### src/rtl/prog_timer_core.sv
// Dual programmable interval timer: two identical 8-bit counters written a nibble at a time,
// with one-shot, rate-generator, square-wave and disabled modes.
module prog_timer_core (
    input  logic       clk,
    input  logic       rst,
    input  logic [3:0] d,
    input  logic [1:0] a,
    input  logic       g0,
    input  logic       g1,
    output logic       out0,
    output logic       out1
);

    typedef enum logic [1:0] {
        StEmpty    = 2'd0,
        StArmed    = 2'd1,
        StCounting = 2'd2
    } state_e;

    localparam logic [1:0] ModeOneShot = 2'b00;
    localparam logic [1:0] ModeRate    = 2'b01;
    localparam logic [1:0] ModeSquare  = 2'b10;
    localparam logic [1:0] AddrCtrl    = 2'b10;

    // Counts use 0 to encode 256, so plain 8-bit wrap-around decrement is exact.
    logic [7:0] n_q[2], n_d[2];
    logic [7:0] c_q[2], c_d[2];
    logic [7:0] half_q[2], half_d[2];
    logic [1:0] m_q[2], m_d[2];
    logic       p_q[2], p_d[2];
    logic       gh_q[2], gh_d[2];
    logic       out_q[2], out_d[2];
    state_e     st_q[2], st_d[2];

    logic [1:0] gate;
    assign gate = {g1, g0};

    always_comb begin
        logic [7:0] neff;
        logic [7:0] half;
        logic [7:0] c_next;
        logic       rise;
        logic       reload;
        for (int i = 0; i < 2; i++) begin
            n_d[i]    = n_q[i];
            c_d[i]    = c_q[i];
            half_d[i] = half_q[i];
            m_d[i]    = m_q[i];
            p_d[i]    = p_q[i];
            out_d[i]  = out_q[i];
            st_d[i]   = st_q[i];
            gh_d[i]   = gate[i];

            rise = gate[i] & ~gh_q[i];
            if (n_q[i] == 8'd1 && (m_q[i] == ModeRate || m_q[i] == ModeSquare)) begin
                neff = 8'd2;
            end else begin
                neff = n_q[i];
            end
            half   = (neff == 8'd0) ? 8'd128 : {1'b0, neff[7:1]};
            reload = (c_q[i] == 8'd1);
            c_next = reload ? neff : c_q[i] - 8'd1;

            if (a == AddrCtrl && d[3] == 1'(i)) begin
                m_d[i]   = d[2:1];
                p_d[i]   = 1'b0;
                st_d[i]  = StEmpty;
                out_d[i] = 1'b1;
            end else begin
                if (a == 2'(i)) begin
                    if (!p_q[i]) begin
                        n_d[i][3:0] = d;
                        p_d[i]      = 1'b1;
                    end else begin
                        n_d[i][7:4] = d;
                        p_d[i]      = 1'b0;
                        if (st_q[i] == StEmpty) st_d[i] = StArmed;
                    end
                end

                case (m_q[i])
                    ModeOneShot: begin
                        if (st_q[i] != StEmpty && rise) begin
                            c_d[i]   = neff;
                            out_d[i] = 1'b0;
                            st_d[i]  = StCounting;
                        end else if (st_q[i] == StCounting) begin
                            c_d[i] = c_q[i] - 8'd1;
                            if (reload) begin
                                out_d[i] = 1'b1;
                                st_d[i]  = StArmed;
                            end
                        end
                    end
                    ModeRate, ModeSquare: begin
                        if (st_q[i] == StArmed && gate[i]) begin
                            st_d[i]   = StCounting;
                            c_d[i]    = neff;
                            half_d[i] = half;
                            out_d[i]  = 1'b1;
                        end else if (st_q[i] == StCounting) begin
                            if (gate[i]) begin
                                c_d[i] = c_next;
                                if (reload) half_d[i] = half;
                                if (m_q[i] == ModeRate) begin
                                    out_d[i] = ~reload;
                                end else begin
                                    // High while the remaining count is above half the period.
                                    out_d[i] = (c_next == 8'd0) ||
                                               (c_next > (reload ? half : half_q[i]));
                                end
                            end else begin
                                out_d[i] = 1'b1;
                            end
                        end
                    end
                    default: out_d[i] = 1'b1;
                endcase
            end
        end
    end

    always_ff @(posedge clk) begin
        for (int i = 0; i < 2; i++) begin
            if (rst) begin
                n_q[i]    <= 8'd0;
                c_q[i]    <= 8'd0;
                half_q[i] <= 8'd0;
                m_q[i]    <= 2'b11;
                p_q[i]    <= 1'b0;
                gh_q[i]   <= 1'b0;
                out_q[i]  <= 1'b1;
                st_q[i]   <= StEmpty;
            end else begin
                n_q[i]    <= n_d[i];
                c_q[i]    <= c_d[i];
                half_q[i] <= half_d[i];
                m_q[i]    <= m_d[i];
                p_q[i]    <= p_d[i];
                gh_q[i]   <= gh_d[i];
                out_q[i]  <= out_d[i];
                st_q[i]   <= st_d[i];
            end
        end
    end

    assign out0 = out_q[0];
    assign out1 = out_q[1];

endmodule

### config.mk
export PLATFORM = sky130hd
export DESIGN_NAME = prog_timer_core
export DESIGN_NICKNAME = d
export VERILOG_FILES = /design/src/rtl/prog_timer_core.sv
export SDC_FILE = /design/constraint.sdc
export NUM_CORES = 1
export LEC_CHECK = 0
export CELL_PAD_IN_SITES_DETAIL_PLACEMENT = 1
export CELL_PAD_IN_SITES_GLOBAL_PLACEMENT = 1
export CORE_MARGIN = 3
export CORE_UTILIZATION = 40
export DETAILED_ROUTE_END_ITERATION = 7
export MAX_ROUTING_LAYER = met4
export PLACE_DENSITY_LB_ADDON = 0.1
export SETUP_SLACK_MARGIN = 0.1
export SYNTH_ARGS = -nofsm -noshare
export SYNTH_HDL_FRONTEND = slang
export SYNTH_SLANG_ARGS = --single-unit
### constraint.sdc
create_clock -name clk -period 8.5 [get_ports clk]
set_input_delay 0.85 -clock clk [delete_from_list [all_inputs] [get_ports clk]]
set_output_delay 0.85 -clock clk [all_outputs]
set_load 0.03 [all_outputs]
==> results.toml, run 1 <==
[timing]
slew_violations = 0
setup_viol_count_final = 0
clock.fmax_ghz = 0.290
hold_viol_final = 0
rsz0062_at_grt = "false"
skew_ps = 3.99
finalCritPeriodShare_pct = 40.6
tns_ps = 0
min_period_ps = 3450
slew_headroom_pct = 21.8
tightestPinTransition_ps = 1170

[layout]
syn_to_final_growth_pct = 9.71
fin_util_pct = 45.5
antenna_cells_inserted = 0
nNetsFinal = 545
drive_gt1_share_pct = 7.59
stdcell_count = 647
final_area_mm2 = 0.00447

[synthesis]
syn_inst = 507
synth_top_cells_by_count = "79 x nor2_1, 62 x dfxtp_1, 48 x a21oi_1, 42 x mux2i_1, 34 x nand2_1"
syn_nets = 543
synth.avg_cell_area_um2 = 8.03
yosys.area.top_type = "dfxtp_1"
yosysMostFrequentCell = "nor2_1"
ys_async_sr_fraction_pct = 0
yosysSeqAreaShare_pct = 30.5
syn_area_mm2 = 0.00407
synth.distinct_cells = 59
synth_compound_gate_area_share_pct = 20.6
synth-seq-cells = 62
synth.top_cells.by_area = "dfxtp_1 30%, mux2i_1 10%, ha_1 8.0%"
synth_top_flop_cell = "dfxtp_1"
synth-edff-count = 0
yosys.area_share.simple_pct = 23.1
synth-adder-area-share_pct = 7.99
ys_warn_count = 0
synthMuxAreaShare_pct = 11.2
synth_xor_area_share_pct = 2.37
synth_top_cell_area_share_pct = 30.5
synth_top_family_by_area = "simple AND/OR/NAND/NOR gates"

[run]
max-cap-violations = 0

[worst_setup_path]
crit_family = "simple AND/OR/NAND/NOR gates"
path_class = "flip-flop to flip-flop"
start_kind = "flip-flop"
crit_arrival_ps = 3690
slowest_delay_ps = 580
crit_slowest_cell = "or4_4"
critPathBufInv = 0
crit_fanout = 22
worstPathCellList = "or4_4 > or3_4 > nor3_1 > a21oi_1 > ha_1 > a21oi_1 > o21ai_0 > o31ai_1 > nor4_1 > nor4b_1 > o41ai_1"
required_ps = 8740
crit_top_cell = "a21oi_1"
endpoint_kind = "flip-flop"

[clock_tree]
cts_buffer_depth = 2
cts_tree = "yes"
cts_hold_buf = 0
cts_buffers = 9
clk_transition_reported_paths_ps = 70
insertion_delay_ps = 370
clockRootBuffer = "clkbuf_8"
h-tree-depth = 3
post_cts_buffers = 0
cts_resized = 0
cts.sinks = 62

[floorplan]
fp-row-count = 36
core-area_mm2 = 0.00982
num_io_pins = 12
initial_core_util_pct = 41.5
dieArea_mm2 = 0.0114
die_x_um = 107
die_y_um = 107

[detailed_routing]
routedWlPerCell_um = 17.5
viasPerCell = 5.61
first_pass_iters = 4
drt_iter0_markers = 198
vias = 3632
finalWirelength_um = 11300
drt.antenna.violating_nets = 0
drc_errors = 0

[worst_hold_path]
hp-class = "flip-flop to flip-flop"

[power_and_ir_drop]
power.leakage_nw = 1.73
power_density_mw_per_mm2 = 188
vdd_drop_max_v = 0.000111

[outcome]
outcome = "completed"

[global_route]
grt-ovfl-total = 0
grt_pass1_vias = 3652
grt_max_degree = 57
gr-usage-all-layers_pct = 21.5
grt_antenna_before_repair = 0
grt_pass1_wl_um = 18900

[placed_design]
gp_congestion = 0.893
post-place-cells = 631
dp_hpwl_um = 8310
postPlaceCellArea_mm2 = 0.00427
io_buffer_count = 11
## metal layers
layer  up-vias  track usage [%]  routed length [µm]
met1      1753             29.9                6040
met4         0             5.11                 133
met5         -                -                   0
met2        36             31.3                4800
met3        15             5.60                 369
li1       1828                -                   -
## final cells by class
cell class | instances | area (µm²)
Tap cell | 133 | 166
Clock inverter | 6 | 61.3
Clock buffer | 10 | 138
Inverter | 20 | 75.1
Timing Repair Buffer | 14 | 128
Fill cell | 1252 | 5350
Multi-Input combinational cell | 402 | 2660
Sequential cell | 62 | 1240
## cells by family after synthesis
family,count (synthesis)
xor gates and xnor gates,11
buffers and inverters,43
AOI/OAI and AO/OA,126
DFF,62
adders and majority gates,26
and+or+nand+nor,194
muxes,45
## worst register-to-register path: stages (launching register included)
cell     delay [ps]
dfxtp_1         380
or4_4           590
or3_4           510
nor3_1          230
a21oi_1          70
ha_1            340
a21oi_1         180
o21ai_0         110
o31ai_1         290
nor4_1          110
nor4b_1         370
o41ai_1         150
## stage by stage
step | setup slack, ps | hold WS [ps] | power, mW
2_1_floorplan | 5370 | 437 | 0.510
5_1_grt | 4810 | 522 | 0.898
3_5_place_dp | 5120 | 472 | 0.573
3_3_place_gp | 5190 | 467 | 0.566
4_1_cts | 5100 | 484 | 0.851
6_report | 5050 | 482 | 0.840
## flip-flops by register name, indices dropped and copies added (netlist names)
| name | flops |
|---|---|
| c_q | 16 |
| gh_q | 2 |
| half_q | 16 |
| m_q | 4 |
| n_q | 16 |
| out_q | 2 |
| p_q | 2 |
| st_q | 4 |
## final timing paths
kind | from | to | slack (ps) | depth (start not counted)
worst max-delay path | c_q[1][2] | out_q[1] | 5050 | 11
worst min-delay path | c_q[0][7] | c_q[0][7] | 480 | 2
worst max register to register | c_q[1][2] | out_q[1] | 5050 | 11
worst min register to register | c_q[0][7] | c_q[0][7] | 480 | 2
## layout by cell type, fill, tap and decap left out, types with 3 or more instances in the layout
cell and n:
o211ai_1 3, nor4_1 4, a211o_1 12, a21oi_1 48, or2_2 4, clkinv_2 3, xnor2_1 9, a221oi_1 3
a31oi_1 3, ha_1 26, nand3_1 10, a211oi_1 5, buf_4 3, nand4_1 4, nor3_1 19, o31ai_1 3
o21ai_0 22, clkdlybuf4s50_1 10, clkbuf_8 10, nor3b_1 6, inv_1 20, mux2i_1 42, nor2b_1 14, nand2_1 34
nor2_1 79, nand2b_1 6, dfxtp_1 62
## power by group
| group | switching [mW] | leakage (nW) | internal, mW | total, mW |
|---|---|---|---|---|
| clock | 0.131 | 0.102 | 0.142 | 0.273 |
| combinational | 0.140 | 1.13 | 0.107 | 0.247 |
| sequential | 0.0179 | 0.503 | 0.302 | 0.320 |
| total | 0.289 | 1.73 | 0.551 | 0.840 |
No activity file was read; power rests on OpenSTA's default activity.
==> run 2: changes to the inputs <==
clock period = 2.8 ns   (was 8.5 ns; I/O delays follow)
==> run 2 against run 1 <==
Effect of this change: the run now ends with negative setup slack left; clock power rose to 2.6 times the previous value; utilization up 8.3 points; critical endpoint unchanged; sequential power rose to 3.0 times the previous value; first-iteration DRC count down 8.1%; via count up 11%; largest power group is now combinational logic; register-to-register slack worse by 5300 ps; non-clock buffer count up 72; combinational power rose to 4.6 times the previous value; highest routed layer unchanged.
==> results.toml, run 2 (same netlist as run 1, synthesis figures left out) <==
[placed_design]
postPlaceCellArea_mm2 = 0.00476
dp_hpwl_um = 9340
pre_cts_slack_ps = -423
gp_congestion = 0.879
io_buffer_count = 11

[clock_tree]
insertion_delay_ps = 370
clockRootBuffer = "clkbuf_8"
cts_buffer_depth = 2
clk_transition_reported_paths_ps = 80
cts.sinks = 62
cts_buffers = 9
cts_tree = "yes"
h-tree-depth = 3

[floorplan]
core-area_mm2 = 0.00982
fp-row-count = 36
dieArea_mm2 = 0.0114
die_x_um = 107
die_y_um = 107
num_io_pins = 12
initial_core_util_pct = 41.5

[worst_hold_path]
min_to = "n_q[1][1]"
hp-class = "input pin to flip-flop"
worstHoldPathCells = 2
hold_path.startpoint = "rst"

[detailed_routing]
first_pass_iters = 4
vias = 4042
drc_errors = 0
viasPerCell = 5.62
routedWlPerCell_um = 18.5
drt_iter0_markers = 182
drt.antenna.violating_nets = 0
finalWirelength_um = 13300

[layout]
top_regs = "c_q (16), half_q (16), n_q (16)"
fin_util_pct = 53.8
layout_common_cells = "72 x nor2_1, 69 x buf_4, 56 x dfxtp_1"
nNetsFinal = 617
syn_to_final_growth_pct = 29.8
fillers = 1218
antenna_cells_inserted = 0
drive_gt1_share_pct = 26.5
final_area_mm2 = 0.00529
layout_commonest_cell = "nor2_1"

[timing]
finalCritPeriodShare_pct = 109
hold_viol_final = 0
hold_slack_ps = 354
skew_ps = 10.5
slew_headroom_pct = 44.0
clock.fmax_ghz = 0.327
setup_slack_ps = -261
tightestPinTransition_ps = 836
setup_viol_count_final = 2
rsz0062_at_grt = "true"
slew_violations = 0
min_period_ps = 3060

[power_and_ir_drop]
p_total_mw = 2.79
power_density_mw_per_mm2 = 528
power.leakage_nw = 2.11
vdd_drop_max_v = 0.000403

[worst_setup_path]
path_class = "flip-flop to flip-flop"
endpoint_kind = "flip-flop"
regToRegEndpoint = "out_q[1]"
crit_start = "c_q[1][2]"
reg2regPathDepth = 12
start_kind = "flip-flop"
required_ps = 3050
crit_arrival_ps = 3310
crit_fanout = 7
r2r-start = "c_q[1][2]"
rrSetupSlack_ps = -260

[global_route]
grt_max_degree = 34
grt_pass1_vias = 4107
grt-ovfl-total = 0
grt_pass1_wl_um = 21500
gr-usage-all-layers_pct = 24.7
grt_antenna_before_repair = 0

[outcome]
violations = "negative setup slack"
outcome = "finished, violations left"

[run]
max-cap-violations = 0
## run 2: how the worst max path moves through the flow
stage	to	slack, ps	cells after the start
global placement	out_q[1]	-210	11
CTS	out_q[1]	-290	11
global route	out_q[1]	-340	12
finish	out_q[1]	-260	12
detailed placement	out_q[1]	-420	11
floorplan	out_q[1]	-120	13
## run 2: worst max-delay path, stage by stage (launching register included)
cell     delay (ps)
dfxtp_2         320
or4_4           550
or3_4           410
buf_4           180
nor2_2          130
a21oi_4          60
ha_4            240
o21ai_2         120
a21oi_1          60
o31ai_2         300
nor4_2           70
nor4b_2         370
o41ai_2         130
## run 2: stage by stage
stage,TNS [ps],cells
3_5_place_dp,-535,692
6_report,-395,719
5_1_grt,-596,719
4_1_cts,-383,717
3_3_place_gp,-267,692
2_1_floorplan,-237,507
## run 2: layout make-up
class | count | area (µm²) | area share (%)
Clock buffer | 12 | 135 | 2.56
Clock inverter | 4 | 23.8 | 0.450
Inverter | 20 | 75.1 | 1.42
Multi-Input combinational cell | 402 | 2930 | 55.5
Sequential cell | 62 | 1250 | 23.6
Tap cell | 133 | 166 | 3.15
Timing Repair Buffer | 86 | 703 | 13.3
## run 2: layer usage
metal	up-vias	wire, µm	global-route usage (%)
met5	-	0	-
met4	0	159	5.57
met3	17	462	5.30
met2	50	6130	37.0
met1	2002	6540	34.3
li1	1973	-	-
## run 2: repair_timing
action                     CTS  global route
hold buffers                 0             0
gates resized for setup     21            35
setup endpoints to repair    2            23
pin swaps                   22            24
buffers inserted             9             2
## run 2: report_power, final
| part | switching (mW) | leakage (nW) | internal, mW |
|---|---|---|---|
| logic | 0.590 | 1.52 | 0.547 |
| registers | 0.0307 | 0.506 | 0.918 |
| clock network | 0.386 | 0.0841 | 0.319 |
| total | 1.01 | 2.11 | 1.78 |
==> run 3: changes to the inputs <==
SLEW_MARGIN = 20   (was unset)
==> results of run 3 <==
The final DEF is identical to that of run 2; final timing and power are the same.
